===== src/rtl/instr_mem_loader.sv =====
// Byte-stream loader for the instruction memory: length header, little-endian payload, one write per word.
// Optional trailing XOR checksum byte when LOADER_CHECKSUM_EN is defined.
`timescale 1ns/1ps
module instr_mem_loader #(
    parameter int unsigned DEPTH     = 64,
    parameter logic [31:0] BASE_ADDR = 32'h0000_0000
) (
    input  logic        clk,
    input  logic        rst_n,
    input  logic        start,
    input  logic        in_valid,
    input  logic [7:0]  in_data,
    output logic        in_ready,
    output logic        wr_en,
    output logic [31:0] wr_addr,
    output logic [31:0] wr_data,
    output logic        cpu_hold,
    output logic        done,
    output logic        error
);

    localparam int unsigned LW = $clog2(DEPTH + 1);
    localparam logic [LW-1:0] ONE = LW'(1);

`ifdef LOADER_CHECKSUM_EN
    typedef enum logic [2:0] {
        S_IDLE, S_LEN, S_COLLECT, S_WRITE, S_DONE, S_ERR, S_CHK
    } state_t;
`else
    typedef enum logic [2:0] {
        S_IDLE, S_LEN, S_COLLECT, S_WRITE, S_DONE, S_ERR
    } state_t;
`endif

    state_t        r_state;
    state_t        w_next;
    logic [LW-1:0] r_len;
    logic [LW-1:0] r_word_idx;
    logic [1:0]    r_byte_idx;
    logic [23:0]   r_asm;
    logic          r_in_ready;
    logic          r_wr_en;
    logic [31:0]   r_wr_addr;
    logic [31:0]   r_wr_data;
    logic          r_cpu_hold;
    logic          r_done;
    logic          r_error;
    logic          w_xfer;
    logic          w_hdr_bad;
    logic          w_last;
    logic          w_restart;
`ifdef LOADER_CHECKSUM_EN
    logic [7:0]    r_csum;
`endif

    assign w_xfer    = in_valid && r_in_ready;
    assign w_hdr_bad = (in_data == 8'd0) || (32'(in_data) > DEPTH);
    assign w_last    = ((r_word_idx + ONE) == r_len);
    assign w_restart = start && (r_state == S_IDLE || r_state == S_DONE || r_state == S_ERR);

    always_ff @(posedge clk or negedge rst_n) begin
        if (!rst_n) begin
            r_state <= S_IDLE;
        end else begin
            r_state <= w_next;
        end
    end

    always_comb begin
        w_next = r_state;
        case (r_state)
            S_IDLE, S_DONE, S_ERR: begin
                if (start) w_next = S_LEN;
            end
            S_LEN: begin
                if (w_xfer) w_next = w_hdr_bad ? S_ERR : S_COLLECT;
            end
            S_COLLECT: begin
                if (w_xfer && r_byte_idx == 2'd3) w_next = S_WRITE;
            end
            S_WRITE: begin
`ifdef LOADER_CHECKSUM_EN
                w_next = w_last ? S_CHK : S_COLLECT;
`else
                w_next = w_last ? S_DONE : S_COLLECT;
`endif
            end
`ifdef LOADER_CHECKSUM_EN
            S_CHK: begin
                if (w_xfer) w_next = (in_data == r_csum) ? S_DONE : S_ERR;
            end
`endif
            default: w_next = S_IDLE;
        endcase
    end

    // Status outputs are decoded from the next state so they are true flops aligned with r_state.
    always_ff @(posedge clk or negedge rst_n) begin
        if (!rst_n) begin
            r_in_ready <= 1'b0;
            r_wr_en    <= 1'b0;
            r_cpu_hold <= 1'b1;
            r_done     <= 1'b0;
            r_error    <= 1'b0;
        end else begin
`ifdef LOADER_CHECKSUM_EN
            r_in_ready <= (w_next == S_LEN) || (w_next == S_COLLECT) || (w_next == S_CHK);
`else
            r_in_ready <= (w_next == S_LEN) || (w_next == S_COLLECT);
`endif
            r_wr_en    <= (w_next == S_WRITE);
            r_cpu_hold <= (w_next != S_DONE);
            r_done     <= (w_next == S_DONE);
            r_error    <= (w_next == S_ERR);
        end
    end

    always_ff @(posedge clk or negedge rst_n) begin
        if (!rst_n) begin
            r_len      <= '0;
            r_word_idx <= '0;
            r_byte_idx <= '0;
            r_asm      <= '0;
            r_wr_addr  <= '0;
            r_wr_data  <= '0;
        end else begin
            if (r_state == S_LEN && w_xfer && !w_hdr_bad) begin
                r_len      <= LW'(in_data);
                r_word_idx <= '0;
                r_byte_idx <= '0;
            end
            if (r_state == S_COLLECT && w_xfer) begin
                r_byte_idx <= r_byte_idx + 2'd1;
                case (r_byte_idx)
                    2'd0: r_asm[7:0]   <= in_data;
                    2'd1: r_asm[15:8]  <= in_data;
                    2'd2: r_asm[23:16] <= in_data;
                    default: begin
                        // Output word/address are captured only here so they hold between writes.
                        r_wr_data <= {in_data, r_asm};
                        r_wr_addr <= BASE_ADDR + (32'(r_word_idx) << 2);
                    end
                endcase
            end
            if (r_state == S_WRITE) begin
                r_word_idx <= r_word_idx + ONE;
            end
        end
    end

`ifdef LOADER_CHECKSUM_EN
    always_ff @(posedge clk or negedge rst_n) begin
        if (!rst_n) begin
            r_csum <= '0;
        end else if (w_restart) begin
            r_csum <= '0;
        end else if (r_state == S_COLLECT && w_xfer) begin
            r_csum <= r_csum ^ in_data;
        end
    end
`endif

    assign in_ready = r_in_ready;
    assign wr_en    = r_wr_en;
    assign wr_addr  = r_wr_addr;
    assign wr_data  = r_wr_data;
    assign cpu_hold = r_cpu_hold;
    assign done     = r_done;
    assign error    = r_error;

endmodule


===== config.mk =====
export PLATFORM = sky130hd
export DESIGN_NAME = instr_mem_loader
export DESIGN_NICKNAME = d
export VERILOG_FILES = /design/src/rtl/instr_mem_loader.sv
export SDC_FILE = /design/constraint.sdc
export NUM_CORES = 1
export LEC_CHECK = 0
export CAP_MARGIN = 10
export CORE_ASPECT_RATIO = 1.5
export CORE_MARGIN = 4
export CORE_UTILIZATION = 55
export CTS_CLUSTER_DIAMETER = 150
export DETAILED_ROUTE_END_ITERATION = 10
export PLACE_DENSITY = 0.86
export SKIP_CTS_REPAIR_TIMING = 1
export SYNTH_ARGS = -nofsm -noshare
export SYNTH_HDL_FRONTEND = slang
export SYNTH_SLANG_ARGS = --single-unit

===== constraint.sdc =====
create_clock -name clk -period 5.45 [get_ports clk]
set_input_delay 1.09 -clock clk [delete_from_list [all_inputs] [get_ports clk]]
set_output_delay 1.09 -clock clk [all_outputs]
set_load 0.02 [all_outputs]

==> results.md <==
- Final setup violation count: 0
- Maxcap violations: 0
- Post-route minimum period: between 3 and 4 ns
- Tcrit/Tclk final: between 60% and 70%
- Tightest Hold Check Type: flip-flop to flip-flop
- Status: finished clean
- Initial DRC Count: 88
- Arr. time, crit path: 3.52 ns
- Startpoint types: input port
- Die Height: about 110 um
- Drt drc: 0
- Relative slew slack: between 30% and 40%
- Register area: 2180 sq um
- Vias in the first global route: between 2k and 2.5k
- Crit Path Class: input port to flip-flop
- Crit path max-delay family: simple AND/OR/NAND/NOR gates
- Via-per-instance ratio: 5.38
- Largest net degree at the start of global routing: approximately 90
- Slowest cell on the critical path: clkdlybuf4s50_1
- Syn avg cell area: roughly 13 sq um
- Worst Path Required: approximately 5.7 ns
- Syn Inst Count: 291
- Reg clk slew, reported paths: about 0.08 ns
- Layout area overhead: 17.8%
- Initial Utilization: 56.8%
- Port bufs: 55
- Most common cell after layout, fill and taps aside: dfrtp_1
- Final hold violations: 0
- Total CTS buffers: 9
- Most frequent cells in the layout: dfrtp_1 (86), mux2_2 (62), clkdlybuf4s50_1 (54), conb_1 (25), nand2_1 (11)
- Gr usage total: 18.1%
- Mapped cell area: just under 4000 sq um
- Leak: 2.19 nW
- Setup TNS Final: 0 ns
- CP max stage delay: roughly 0.55 ns
- Setup WS pre-CTS: between 1.5 and 2 ns
- First-pass GRT wire length: about 12,000 um
- Worst setup EP type: flip-flop
- Gr ovfl total: 0
- Full die area: approximately 8500 sq um
- Multi-input logic area: approximately 1500 sq um
- Crit Path Max Fanout: 10
- Wire length per cell: ~17 um
- Unrepaired setup endpoints after global routing: false
- Number of distinct library cells after synthesis: 46
- Setup ws final: roughly 2.2 ns
- Max-slew violations: 0
- WP buf/inv: 1
- Htree depth: 3
- Top Ports: a little over 80
- CTS max path bufs: 2
- FP Rows: 37
- YS warnings: 0
- TritonCTS clock tree: done
- Pwr Total: 1.79 mW
- Seq/Total Area, Yosys: a little under three fifths
- Antenna violations before repair: 0
- ANT nets after route: 0
- Worst-Skew Late Latency: about 0.35 ns
- Final Wtd Congestion: just over 0.8
- Fmax: 304 MHz
- # diodes: 0
- Worst Tran Pin Value: between 1 and 1.5 ns
- Power Density: a little under 400 nW/um^2
- WL final: between 7000 and 8000 um
- Final Cell Area: ~4600 sq um
- Routed via count: between 2k and 2.5k
- CTS root buf: clkbuf_8
- Floorplan core area: a little under 7000 sq um
- Hold Slack: just under 0.5 ns
- Placed Area: 4390 sq um
- Filler instances: between 400 and 500
- Nets: ~360
- DIE WIDTH: ~77 um
- Worst-case clock skew: ~0.0050 ns
- #FFs+latches synth: slightly below 90
- DRT Pass-1 Iters: 4
- Worst vdd ir: between 200 and 300 uV
- Clock sinks: 87
- Hpwl dp: a little over 5000 um
- Share of cells above drive strength 1: between 20% and 30%
- Sequence of cells on the critical path: clkdlybuf4s50_1 -> nor4_1 -> a21boi_1 -> nor4b_2 -> and2_1 -> mux2_4
-- layer usage --
layer  GRT usage [%]  share of wire, %  routed length (um)  vias up
met5               0                 0                   0        -
met1            20.7                40                2910     1145
met3            4.31               4.3                 313       15
met2            31.7                53                3810       68
li1                -                 -                   -     1078
met4            8.34               3.0                 216        0
-- path summary, 6_finish.rpt --
kind,startpoint,end,slack [ns],depth (start not counted)
max,in_data[0],r_len[6]$_DFFE_PN0P_,2.16,6
min,wr_addr[6]$_DFFE_PN0P_,wr_addr[6]$_DFFE_PN0P_,0.49,2
max reg2reg,r_state[1]$_DFF_PN0_,wr_data[15]$_DFFE_PN0P_,3.00,5
min reg2reg,wr_addr[6]$_DFFE_PN0P_,wr_addr[6]$_DFFE_PN0P_,0.49,2
max in group asynchronous,rst_n,wr_data[7]$_DFFE_PN0P_,3.87,1
min in group asynchronous,rst_n,wr_addr[2]$_DFFE_PN0P_,0.91,1
-- per-stage QoR --
step                      util (%)  std cells
after floorplan                  -        315
after global placement        64.1        413
after detailed placement      64.1        413
after CTS                     66.9        429
after global routing          66.9        429
final                         66.9        429
-- state kept, by name, summed over array words and instances, names as in the netlist --
| name | flops |
|---|---|
| wr_data | 32 |
| in_ready | 1 |
| r_state | 3 |
| cpu_hold | 1 |
| r_len | 7 |
| error | 1 |
| r_word_idx | 7 |
| wr_en | 1 |
| r_asm | 24 |
| wr_addr | 7 |
| r_byte_idx | 2 |
| done | 1 |
-- cells in the mapped netlist, drive strengths merged --
| cell | n | share of area (%) |
|---|---|---|
| dfrtp | 86 | 55 |
| mux2 | 69 | 21 |
| buf | 32 | 5.8 |
| nand2 | 12 | 1.2 |
| inv | 9 | 0.87 |
| o21ai | 8 | 1.0 |
| nor2 | 7 | 0.68 |
| xnor2 | 6 | 1.4 |
| and2 | 5 | 0.80 |
| ha | 5 | 1.6 |
| o31a | 5 | 1.1 |
| a21oi | 4 | 0.51 |
| a31oi | 4 | 0.64 |
| clkbuf | 3 | 0.29 |
| nand3 | 3 | 0.39 |
| nor4 | 3 | 0.87 |
| xor2 | 3 | 0.68 |
| a21o | 2 | 0.39 |
| and3 | 2 | 0.32 |
| nand4 | 2 | 0.32 |
| nand4b | 2 | 0.45 |
| or3 | 2 | 0.32 |
| a2111oi | 1 | 0.23 |
| a21boi | 1 | 0.19 |
| conb | 1 | 0.096 |
| dfstp | 1 | 0.68 |
| mux2i | 1 | 0.26 |
| nand2b | 1 | 0.16 |
| nor2b | 1 | 0.16 |
| nor3 | 1 | 0.26 |
| nor3b | 1 | 0.19 |
| nor4b | 1 | 0.39 |
| o2111a | 1 | 0.29 |
| o22ai | 1 | 0.16 |
| o31ai | 1 | 0.19 |
| or2 | 1 | 0.16 |
| or3b | 1 | 0.23 |
| or4 | 1 | 0.19 |
| xnor3 | 1 | 0.58 |
-- report_power, final --
group	internal (mW)	switching [mW]
logic	0.249	0.224
clock network	0.212	0.222
registers	0.773	0.112
total	1.23	0.557
-- final cells by class --
cell class,instances,share of cell area (%)
clock inverters,5,1.28
well taps,78,2.13
inverters,9,0.738
repair buffers,55,12.0
clock buffers,11,2.87
multi-input cells,184,33.5
flip-flops and latches,87,47.6
-- logic make-up (layout without fill, tap and decap cells) --
logic type | count (synthesis) | in the layout | share of synthesized area, %
mux | 70 | 70 | 20.9
compound gates | 28 | 28 | 4.76
other cells | 1 | 25 | 0.0964
simple gates | 46 | 46 | 7.05
flops | 87 | 87 | 56.0
xor+xnor | 10 | 10 | 2.61
fa+ha+maj | 5 | 5 | 1.61
buf+inv | 44 | 80 | 6.95
-- worst min-delay path: stages, from the launching register on --
cell and delay (ns):
dfrtp_1 0.35, nand2_1 0.05, o21ai_0 0.06
(Power assumes the default switching activity.)
